--- src/rtl/udp_tx_scheduler.sv ---
// udp_tx_scheduler: round-robin sharing of one udp_packet transmitter between N_SRC payload sources.
// Latency: grant 2 clks after a request is first seen in IDLE; o_done 1 clk after tx_en is seen low.
// Backpressure: requests are held levels; they wait, unsampled, while a packet or the gap is in progress.
module udp_tx_scheduler #(
  parameter int N_SRC      = 4,
  parameter int GAP_CYCLES = 12,
  parameter int TIMEOUT    = 64,
  parameter int MAX_LEN    = 1472
) (
  input  logic                  clk,
  input  logic                  rst_n,
  input  logic [N_SRC-1:0]      i_req,
  input  logic [16*N_SRC-1:0]   i_len,
  input  logic [16*N_SRC-1:0]   i_port,
  input  logic [8*N_SRC-1:0]    i_stream,
  output logic [N_SRC-1:0]      o_src_rd,
  output logic [N_SRC-1:0]      o_grant,
  output logic [N_SRC-1:0]      o_done,
  output logic [N_SRC-1:0]      o_err,
  output logic                  o_enable,
  output logic [15:0]           o_udp_len,
  output logic [15:0]           o_dst_port,
  output logic [7:0]            o_udp_stream,
  input  logic                  i_udp_rd,
  input  logic                  i_tx_en,
  output logic                  o_busy,
  output logic [15:0]           o_pkt_count
);

  localparam int IW   = (N_SRC > 1) ? $clog2(N_SRC) : 1;
  localparam int CMAX = (GAP_CYCLES > TIMEOUT) ? GAP_CYCLES : TIMEOUT;
  localparam int CW   = $clog2(CMAX + 1);

  localparam logic [IW:0]    NSRC_W    = (IW+1)'(N_SRC);
  localparam logic [15:0]    MAX_LEN_W = 16'(MAX_LEN);
  localparam logic [CW-1:0]  GAP_LAST  = CW'(GAP_CYCLES - 1);
  localparam logic [CW-1:0]  TO_LAST   = CW'(TIMEOUT - 1);

  localparam logic [2:0] S_IDLE   = 3'd0;
  localparam logic [2:0] S_CHECK  = 3'd1;
  localparam logic [2:0] S_LAUNCH = 3'd2;
  localparam logic [2:0] S_WAIT   = 3'd3;
  localparam logic [2:0] S_BUSY   = 3'd4;
  localparam logic [2:0] S_GAP    = 3'd5;

  logic [2:0]       r_state;
  logic [IW-1:0]    r_ptr;
  logic [IW-1:0]    r_sel;
  logic [CW-1:0]    r_cnt;
  logic [N_SRC-1:0] r_grant;
  logic [N_SRC-1:0] r_done;
  logic [N_SRC-1:0] r_err;
  logic             r_enable;
  logic [15:0]      r_len;
  logic [15:0]      r_port;
  logic             r_busy;
  logic [15:0]      r_pkt;

  logic             w_pick_vld;
  logic [IW-1:0]    w_pick;
  logic [IW:0]      w_sum;
  logic [N_SRC-1:0] w_sel_oh;
  logic [15:0]      w_len;
  logic [15:0]      w_port;
  logic [7:0]       w_stream;

  // Round-robin pick: scan offsets from farthest to nearest so the nearest requester after r_ptr wins.
  always_comb begin
    w_pick_vld = 1'b0;
    w_pick     = r_ptr;
    w_sum      = '0;
    for (int i = N_SRC; i >= 1; i--) begin
      w_sum = {1'b0, r_ptr} + (IW+1)'(i);
      if (w_sum >= NSRC_W) w_sum = w_sum - NSRC_W;
      if (i_req[w_sum[IW-1:0]]) begin
        w_pick_vld = 1'b1;
        w_pick     = w_sum[IW-1:0];
      end
    end
  end

  assign w_sel_oh = {{(N_SRC-1){1'b0}}, 1'b1} << r_sel;

  // Length and port of the source chosen in IDLE, examined during CHECK.
  always_comb begin
    w_len  = '0;
    w_port = '0;
    for (int k = 0; k < N_SRC; k++) begin
      if (r_sel == IW'(k)) begin
        w_len  = i_len[16*k +: 16];
        w_port = i_port[16*k +: 16];
      end
    end
  end

  // Payload byte of the granted source; zero when nothing is granted.
  always_comb begin
    w_stream = '0;
    for (int k = 0; k < N_SRC; k++) begin
      if (r_grant[k]) w_stream = w_stream | i_stream[8*k +: 8];
    end
  end

  // Scheduler FSM and all registered outputs; done/err are single-cycle pulses.
  always_ff @(posedge clk or negedge rst_n) begin
    if (!rst_n) begin
      r_state  <= S_IDLE;
      r_ptr    <= IW'(N_SRC - 1);
      r_sel    <= '0;
      r_cnt    <= '0;
      r_grant  <= '0;
      r_done   <= '0;
      r_err    <= '0;
      r_enable <= 1'b0;
      r_len    <= '0;
      r_port   <= '0;
      r_busy   <= 1'b0;
      r_pkt    <= '0;
    end else begin
      r_done <= '0;
      r_err  <= '0;
      case (r_state)
        S_IDLE: begin
          if (w_pick_vld) begin
            r_sel   <= w_pick;
            r_ptr   <= w_pick;
            r_busy  <= 1'b1;
            r_state <= S_CHECK;
          end
        end
        S_CHECK: begin
          if (w_len > MAX_LEN_W) begin
            r_err   <= w_sel_oh;
            r_busy  <= 1'b0;
            r_state <= S_IDLE;
          end else begin
            r_len    <= w_len;
            r_port   <= w_port;
            r_grant  <= w_sel_oh;
            r_enable <= 1'b1;
            r_cnt    <= '0;
            r_state  <= S_LAUNCH;
          end
        end
        S_LAUNCH: begin
          // enable spans exactly the two LAUNCH cycles
          if (r_cnt == '0) begin
            r_cnt <= CW'(1);
          end else begin
            r_enable <= 1'b0;
            r_cnt    <= '0;
            r_state  <= S_WAIT;
          end
        end
        S_WAIT: begin
          if (i_tx_en) begin
            r_state <= S_BUSY;
          end else if (r_cnt == TO_LAST) begin
            r_err   <= r_grant;
            r_grant <= '0;
            r_cnt   <= '0;
            r_state <= S_GAP;
          end else begin
            r_cnt <= r_cnt + 1'b1;
          end
        end
        S_BUSY: begin
          if (!i_tx_en) begin
            r_done  <= r_grant;
            r_grant <= '0;
            r_pkt   <= r_pkt + 16'd1;
            r_cnt   <= '0;
            r_state <= S_GAP;
          end
        end
        S_GAP: begin
          if (r_cnt == GAP_LAST) begin
            r_cnt   <= '0;
            r_busy  <= 1'b0;
            r_state <= S_IDLE;
          end else begin
            r_cnt <= r_cnt + 1'b1;
          end
        end
        default: begin
          r_grant  <= '0;
          r_enable <= 1'b0;
          r_busy   <= 1'b0;
          r_cnt    <= '0;
          r_state  <= S_IDLE;
        end
      endcase
    end
  end

  assign o_src_rd     = r_grant & {N_SRC{i_udp_rd}};
  assign o_udp_stream = w_stream;
  assign o_grant      = r_grant;
  assign o_done       = r_done;
  assign o_err        = r_err;
  assign o_enable     = r_enable;
  assign o_udp_len    = r_len;
  assign o_dst_port   = r_port;
  assign o_busy       = r_busy;
  assign o_pkt_count  = r_pkt;

endmodule
--- config.mk ---
export PLATFORM = sky130hd
export DESIGN_NAME = udp_tx_scheduler
export DESIGN_NICKNAME = d
export VERILOG_FILES = /design/src/rtl/udp_tx_scheduler.sv
export SDC_FILE = /design/constraint.sdc
export NUM_CORES = 1
export LEC_CHECK = 0
export CORE_MARGIN = 3
export CORE_UTILIZATION = 39
export CTS_CLUSTER_SIZE = 25
export DETAILED_ROUTE_END_ITERATION = 8
export PLACE_DENSITY = 0.87
export SYNTH_ARGS = -nofsm -noshare
export SYNTH_HDL_FRONTEND = slang
export SYNTH_SLANG_ARGS = --single-unit
export TNS_END_PERCENT = 30
--- constraint.sdc ---
create_clock -name clk -period 4.2 [get_ports clk]
set_clock_uncertainty 0.2 [all_clocks]
set_input_delay 0.42 -clock clk [delete_from_list [all_inputs] [get_ports clk]]
set_output_delay 0.42 -clock clk [all_outputs]
set_load 0.02 [all_outputs]
==> results of run 1 <==
## per-stage QoR
stage          power, mW  setup slack [ns]  utilization (%)  cell area, um2  std cells
2_1_floorplan      2.494             1.195                -            4357        377
3_3_place_gp       3.361            0.7291            64.85            6875        739
3_5_place_dp       3.441            0.6345            64.85            6875        739
4_1_cts            4.125            0.7201            67.08            7112        754
5_1_grt            4.337            0.5853            67.08            7112        754
6_report           4.091            0.7569            67.08            7112        754
## flip-flops by register name (all words and copies together), names as in the netlist
register     flops
o_pkt_count     16
o_dst_port      16
r_state          3
o_udp_len       16
r_cnt            7
o_err            4
o_done           4
r_sel            2
o_enable         1
o_grant          4
o_busy           1
r_ptr            2
## kinds of logic after synthesis
family | count (synthesis) | synth area share, %
compound gates | 69 | 11.60
simple gates | 123 | 15.51
flops | 76 | 43.71
buf+inv | 33 | 3.475
fa+ha+maj | 3 | 0.8617
xor+xnor | 15 | 3.015
mux | 58 | 21.83
## layer usage
| metal | share of wire [%] | up-vias | GRT usage (%) |
|---|---|---|---|
| met3 | 6.9 | 20 | 5.870 |
| li1 | - | 1901 | - |
| met1 | 38 | 2041 | 28.14 |
| met5 | 0 | - | 0 |
| met4 | 1.8 | 0 | 6.083 |
| met2 | 53 | 188 | 42.81 |
## cells in the mapped netlist (4+ instances only)
master	number	area, um2
and2_1	11	68.82
nor2_1	22	82.58
xnor2_1	10	87.58
o2bb2ai_1	4	35.03
a22oi_1	19	142.6
nand2_1	23	86.33
mux4_2	27	608.1
nor3_1	5	25.02
o21ai_0	15	75.07
and4_1	5	43.79
clkbuf_1	13	48.80
and3_1	8	50.05
inv_1	14	52.55
xor2_1	5	43.79
dfrtp_1	74	1852
nand3_1	14	70.07
nor4_1	6	37.54
nor2b_1	10	62.56
mux2_2	25	281.5
mux2i_1	5	50.05
## worst min path at each step
stage | to | slack, ns | cells after the start
floorplan | o_busy$_DFFE_PN0P_ | -0.08 | 0
global placement | o_pkt_count[15]$_DFFE_PN0P_ | 0.26 | 1
detailed placement | o_pkt_count[15]$_DFFE_PN0P_ | 0.27 | 1
CTS | r_sel[0]$_DFFE_PN0P_ | 0.04 | 1
global route | r_sel[0]$_DFFE_PN0P_ | 0.07 | 1
finish | o_udp_len[5]$_DFFE_PN0P_ | 0.01 | 1
## final cells by class
class / instances / area, um2
tap: 136 / 170.2
fill: 779 / 3490
inverter: 14 / 52.55
clock buffer: 9 / 123.9
sequential: 76 / 1906
multi-input combinational: 268 / 2307
clock inverter: 6 / 112.6
timing repair buffer: 245 / 2440
## power by group through the flow
stage	Clock [mW]	Combinational, mW	Sequential [mW]
floorplan	0	1.13	1.37
global placement	0	2.11	1.26
detailed placement	0	2.16	1.28
CTS	0.682	2.18	1.26
global route	0.711	2.32	1.31
finish	0.662	2.17	1.26
==> impl_metrics.json, run 1 <==
{
  "run_status": "complete, no violations",
  "critPathBufInv": 1,
  "sequentialPowerShare_pct": 30.9,
  "portBuffers": 241,
  "crit_path_end": "o_dst_port[8]$_DFFE_PN0P_",
  "cts_tree": "done",
  "worstPathRequired_ns": 4.23,
  "max_freq_mhz": 290.4,
  "final_max_slew_viol_count": 0,
  "whs_ns": 0.009628,
  "swShare_pct": 38.68,
  "fp.dieArea_um2": 12470,
  "grt_max_degree": 77,
  "post_cts_resized": 0,
  "hold_class": "input port to async pin",
  "finalHoldViolCount": 0,
  "setup_viol_count_final": 0,
  "crit_family": "multiplexers",
  "drt_iter0_drc": 278,
  "nets": 785,
  "num_vias": 4150,
  "drive_gt1_share_pct": 13.43,
  "drc": 0,
  "synth_ff_type": "dfrtp_1",
  "path_cells": "mux4_2 -> or4_1 -> o211a_2 -> nor3_4 -> buf_4 -> mux2_2",
  "clk_pin_slew_ns": 0.08,
  "yosysUniqueCellTypes": 57,
  "fin_tns_setup_ns": 0,
  "cts_setup_buffers": 0,
  "critPathMaxStageDelay_ns": 0.64,
  "path_depth": 6,
  "ys_seq_area_share_pct": 43.71,
  "syn_area_um2": 4357,
  "fp.dieW_um": 111.7,
  "htree_levels": 3,
  "start_util_pct": 41.10,
  "post_drt_wl_per_cell_um": 19.55,
  "crit-reg2reg-launch": "r_sel[0]$_DFFE_PN0P_",
  "clockBufferDepth": 2,
  "grt_pass1_vias": 4431,
  "p_switching_mw": 1.582,
  "ir_drop_uv": 371.7,
  "final.period_utilization_pct": 81.98,
  "synth.avg_cell_area_um2": 11.56,
  "crit_slowest_cell": "dfrtp_2",
  "dp_hpwl_um": 11740,
  "cts_root_buffer": "clkbuf_8",
  "r2r_slack_ns": 0.76,
  "p_leak_nw": 2.913,
  "worst_ep_arrival_time_ns": 3.47,
  "syn_nets": 548,
  "pwr-share-clk_pct": 16.2,
  "cts_buffers": 9,
  "track_usage_pct": 23.69,
  "worst_pin_slew_ns": 0.9480,
  "grt_pass1_wl_um": 23780,
  "internal_power_mw": 2.508,
  "layout_commonest_cell": "clkdlybuf4s50_1",
  "antenna_found_initial": 0,
  "start_kind": "flip-flop",
  "fin_crit_ns": 3.443,
  "yosys_register_bits": 76,
  "cp-end-kind": "flip-flop",
  "gr-total-overflow": 0,
  "power_density_nw_per_um2": 575.2,
  "cts.sinks": 76,
  "place.gp.congestion": 0.8942,
  "layout_common_cells": "240 x clkdlybuf4s50_1, 73 x dfrtp_1, 27 x mux4_2",
  "ctsHoldBuffers": 0,
  "clk_latency_ns": 0.34,
  "critical_path_peak_fanout": 35,
  "syn_inst": 377,
  "areaGrowthSynthToFinish_pct": 63.24,
  "ios": 242,
  "rsz0062_at_grt": "false",
  "antenna_left": 0,
  "wl_um": 14740,
  "core_um2": 10600,
  "n_antenna_cell": 0,
  "async_flop_share_pct": 100.0,
  "dr.pass1.iters": 4,
  "relSlewSlack_pct": 36.80,
  "vias_per_cell": 5.504,
  "power_frac_comb_pct": 52.9,
  "rows": 37,
  "crit_start": "r_sel[0]$_DFFE_PN0P_",
  "maxCapViolCount": 0,
  "die_y_um": 111.7,
  "synth_edf_count": 0,
  "yosysWarningCount": 0,
  "r2r_end": "o_dst_port[8]$_DFFE_PN0P_",
  "worstSetupPathType": "flip-flop to flip-flop",
  "r2r_cells": 6
}
Power figures use the tool's default switching activity.
==> inputs of run 2 (changes only) <==
- CORE_UTILIZATION: 39 -> 35
- PLACE_DENSITY: 0.87 -> 0.83
- clock period: 4.2 -> 2.85 ns (I/O delays scaled with it)
==> impl_metrics.json, run 2 (same netlist as run 1, synthesis figures left out) <==
{
  "nets": 808,
  "clockBufferDepth": 2,
  "cts_tree": "done",
  "antenna_left": 0,
  "crit_family": "multiplexers",
  "layout_common_cells": "240 x clkdlybuf4s50_1, 73 x dfrtp_1, 27 x mux4_2",
  "worstPathRequired_ns": 2.87,
  "n_antenna_cell": 0,
  "final.period_utilization_pct": 101.7,
  "r2r_cells": 6,
  "path_depth": 6,
  "grt_pass1_wl_um": 23630,
  "min_path_cells": 1,
  "areaGrowthSynthToFinish_pct": 70.36,
  "track_usage_pct": 21.26,
  "p_leak_nw": 3.064,
  "violations": "negative setup slack",
  "run_status": "finished with violations",
  "holdPathEnd": "o_pkt_count[15]$_DFFE_PN0P_",
  "rows": 40,
  "cts.sinks": 76,
  "cts_root_buffer": "clkbuf_16",
  "htree_levels": 3,
  "place.gp.congestion": 0.8770,
  "min_from": "o_pkt_count[15]$_DFFE_PN0P_",
  "core_um2": 12110,
  "maxCapViolCount": 0,
  "critPathBufInv": 1,
  "critPathMaxStageDelay_ns": 0.56,
  "gr-total-overflow": 0,
  "cts_buffers": 9,
  "wl_um": 14680,
  "portBuffers": 241,
  "grt_max_degree": 77,
  "dp_hpwl_um": 11860,
  "grt_pass1_vias": 4336,
  "worst_pin_slew_ns": 0.9806,
  "layout_commonest_cell": "clkdlybuf4s50_1",
  "r2r_end": "o_dst_port[10]$_DFFE_PN0P_",
  "final_util_pct": 61.28,
  "vias_per_cell": 5.196,
  "max_freq_mhz": 345.1,
  "relSlewSlack_pct": 34.63,
  "fillers": 971,
  "grt_util_met3_pct": 5.046,
  "hold_class": "flip-flop to flip-flop",
  "use_met1_pct": 26.28,
  "stdcell_count": 810,
  "dr.pass1.iters": 5,
  "die_y_um": 117.6,
  "post_drt_wl_per_cell_um": 18.13,
  "fp.dieW_um": 117.6,
  "fin_crit_ns": 2.898,
  "whs_ns": 0.2831,
  "start_util_pct": 35.97,
  "crit_slowest_cell": "or4_4",
  "drc": 0,
  "power_density_nw_per_um2": 856.9,
  "clk_latency_ns": 0.33,
  "drt_iter0_drc": 232,
  "rsz0062_at_grt": "true",
  "ir_drop_uv": 562.4,
  "setup_viol_count_final": 25,
  "crit-reg2reg-launch": "r_sel[0]$_DFFE_PN0P_",
  "cp-end-kind": "flip-flop",
  "setup_ws_ns": -0.04775,
  "met2_usage_pct": 37.25,
  "path_cells": "mux4_2 -> or4_4 -> o211a_4 -> nor3_4 -> buf_12 -> mux2_2",
  "clk_pin_slew_ns": 0.06,
  "r2r_slack_ns": -0.05,
  "critical_path_peak_fanout": 28,
  "dp_cells": 791,
  "final_max_slew_viol_count": 0,
  "fp.dieArea_um2": 13820,
  "worstSetupPathType": "flip-flop to flip-flop",
  "ios": 242,
  "finalHoldViolCount": 0,
  "start_kind": "flip-flop",
  "grt_busiest_layer": "met2",
  "antenna_found_initial": 0,
  "drive_gt1_share_pct": 16.82,
  "worst_ep_arrival_time_ns": 2.91,
  "num_vias": 4209
}
-- run 2: cell types whose count changed in the layout (fill, tap and decap cells not counted), moves of 2 or more --
cell / delta
buf_4: +18
clkbuf_16: +9
clkbuf_8: -8
buf_6: +3
bufinv_16: -3
clkinv_4: +3
mux2_2: -2
mux2_4: +2
-- run 2: repair_timing --
action                                 4_1_cts  5_1_grt
endpoints found under the hold margin       74        0
hold buffers                                 1        0
setup endpoints to repair                   34       43
pin swaps                                    0        1
buffers inserted                             1        1
resized for setup                            2        5
-- run 2: layer usage --
layer	wire [um]	part of all wire, %
met3	918	6.3
met5	0	0
met2	7641	52
met4	306	2.1
met1	5816	40
-- run 2: final cells by class --
type | instances | area [um2] | share of cell area (%)
flip-flops and latches | 76 | 1906 | 25.67
clock buffers | 10 | 239.0 | 3.220
well taps | 168 | 210.2 | 2.832
repair buffers | 268 | 2639 | 35.55
inverters | 14 | 52.55 | 0.7080
clock inverters | 6 | 48.80 | 0.6575
multi-input cells | 268 | 2327 | 31.36
-- run 2: how the worst max path moves through the flow --
stage	startpoint	endpoint	slack [ns]
after floorplan	r_sel[0]$_DFFE_PN0P_	o_dst_port[10]$_DFFE_PN0P_	-0.06
after global placement	i_len[51]	o_dst_port[7]$_DFFE_PN0P_	-0.17
after detailed placement	i_len[51]	o_dst_port[10]$_DFFE_PN0P_	-0.22
after CTS	r_sel[0]$_DFFE_PN0P_	o_dst_port[14]$_DFFE_PN0P_	-0.06
after global routing	r_sel[0]$_DFFE_PN0P_	o_dst_port[10]$_DFFE_PN0P_	-0.15
final	r_sel[0]$_DFFE_PN0P_	o_dst_port[10]$_DFFE_PN0P_	-0.05
-- run 2: stage by stage --
step / setup WS (ns) / power [mW] / instance area (um2) / setup TNS (ns)
floorplan: -0.05652 / 3.692 / 4368 / -1.116
global placement: -0.1748 / 5.135 / 7089 / -5.699
detailed placement: -0.2182 / 5.254 / 7089 / -6.988
CTS: -0.06048 / 6.382 / 7402 / -1.304
global route: -0.1501 / 6.740 / 7422 / -4.143
finish: -0.04775 / 6.360 / 7422 / -0.6978
-- run 2: power breakdown --
group	switching, mW	total [mW]	internal (mW)	leakage [nW]
Combinational	1.63	3.50	1.87	1.95
Sequential	0.342	1.78	1.44	0.971
Clock	0.458	1.08	0.621	0.143
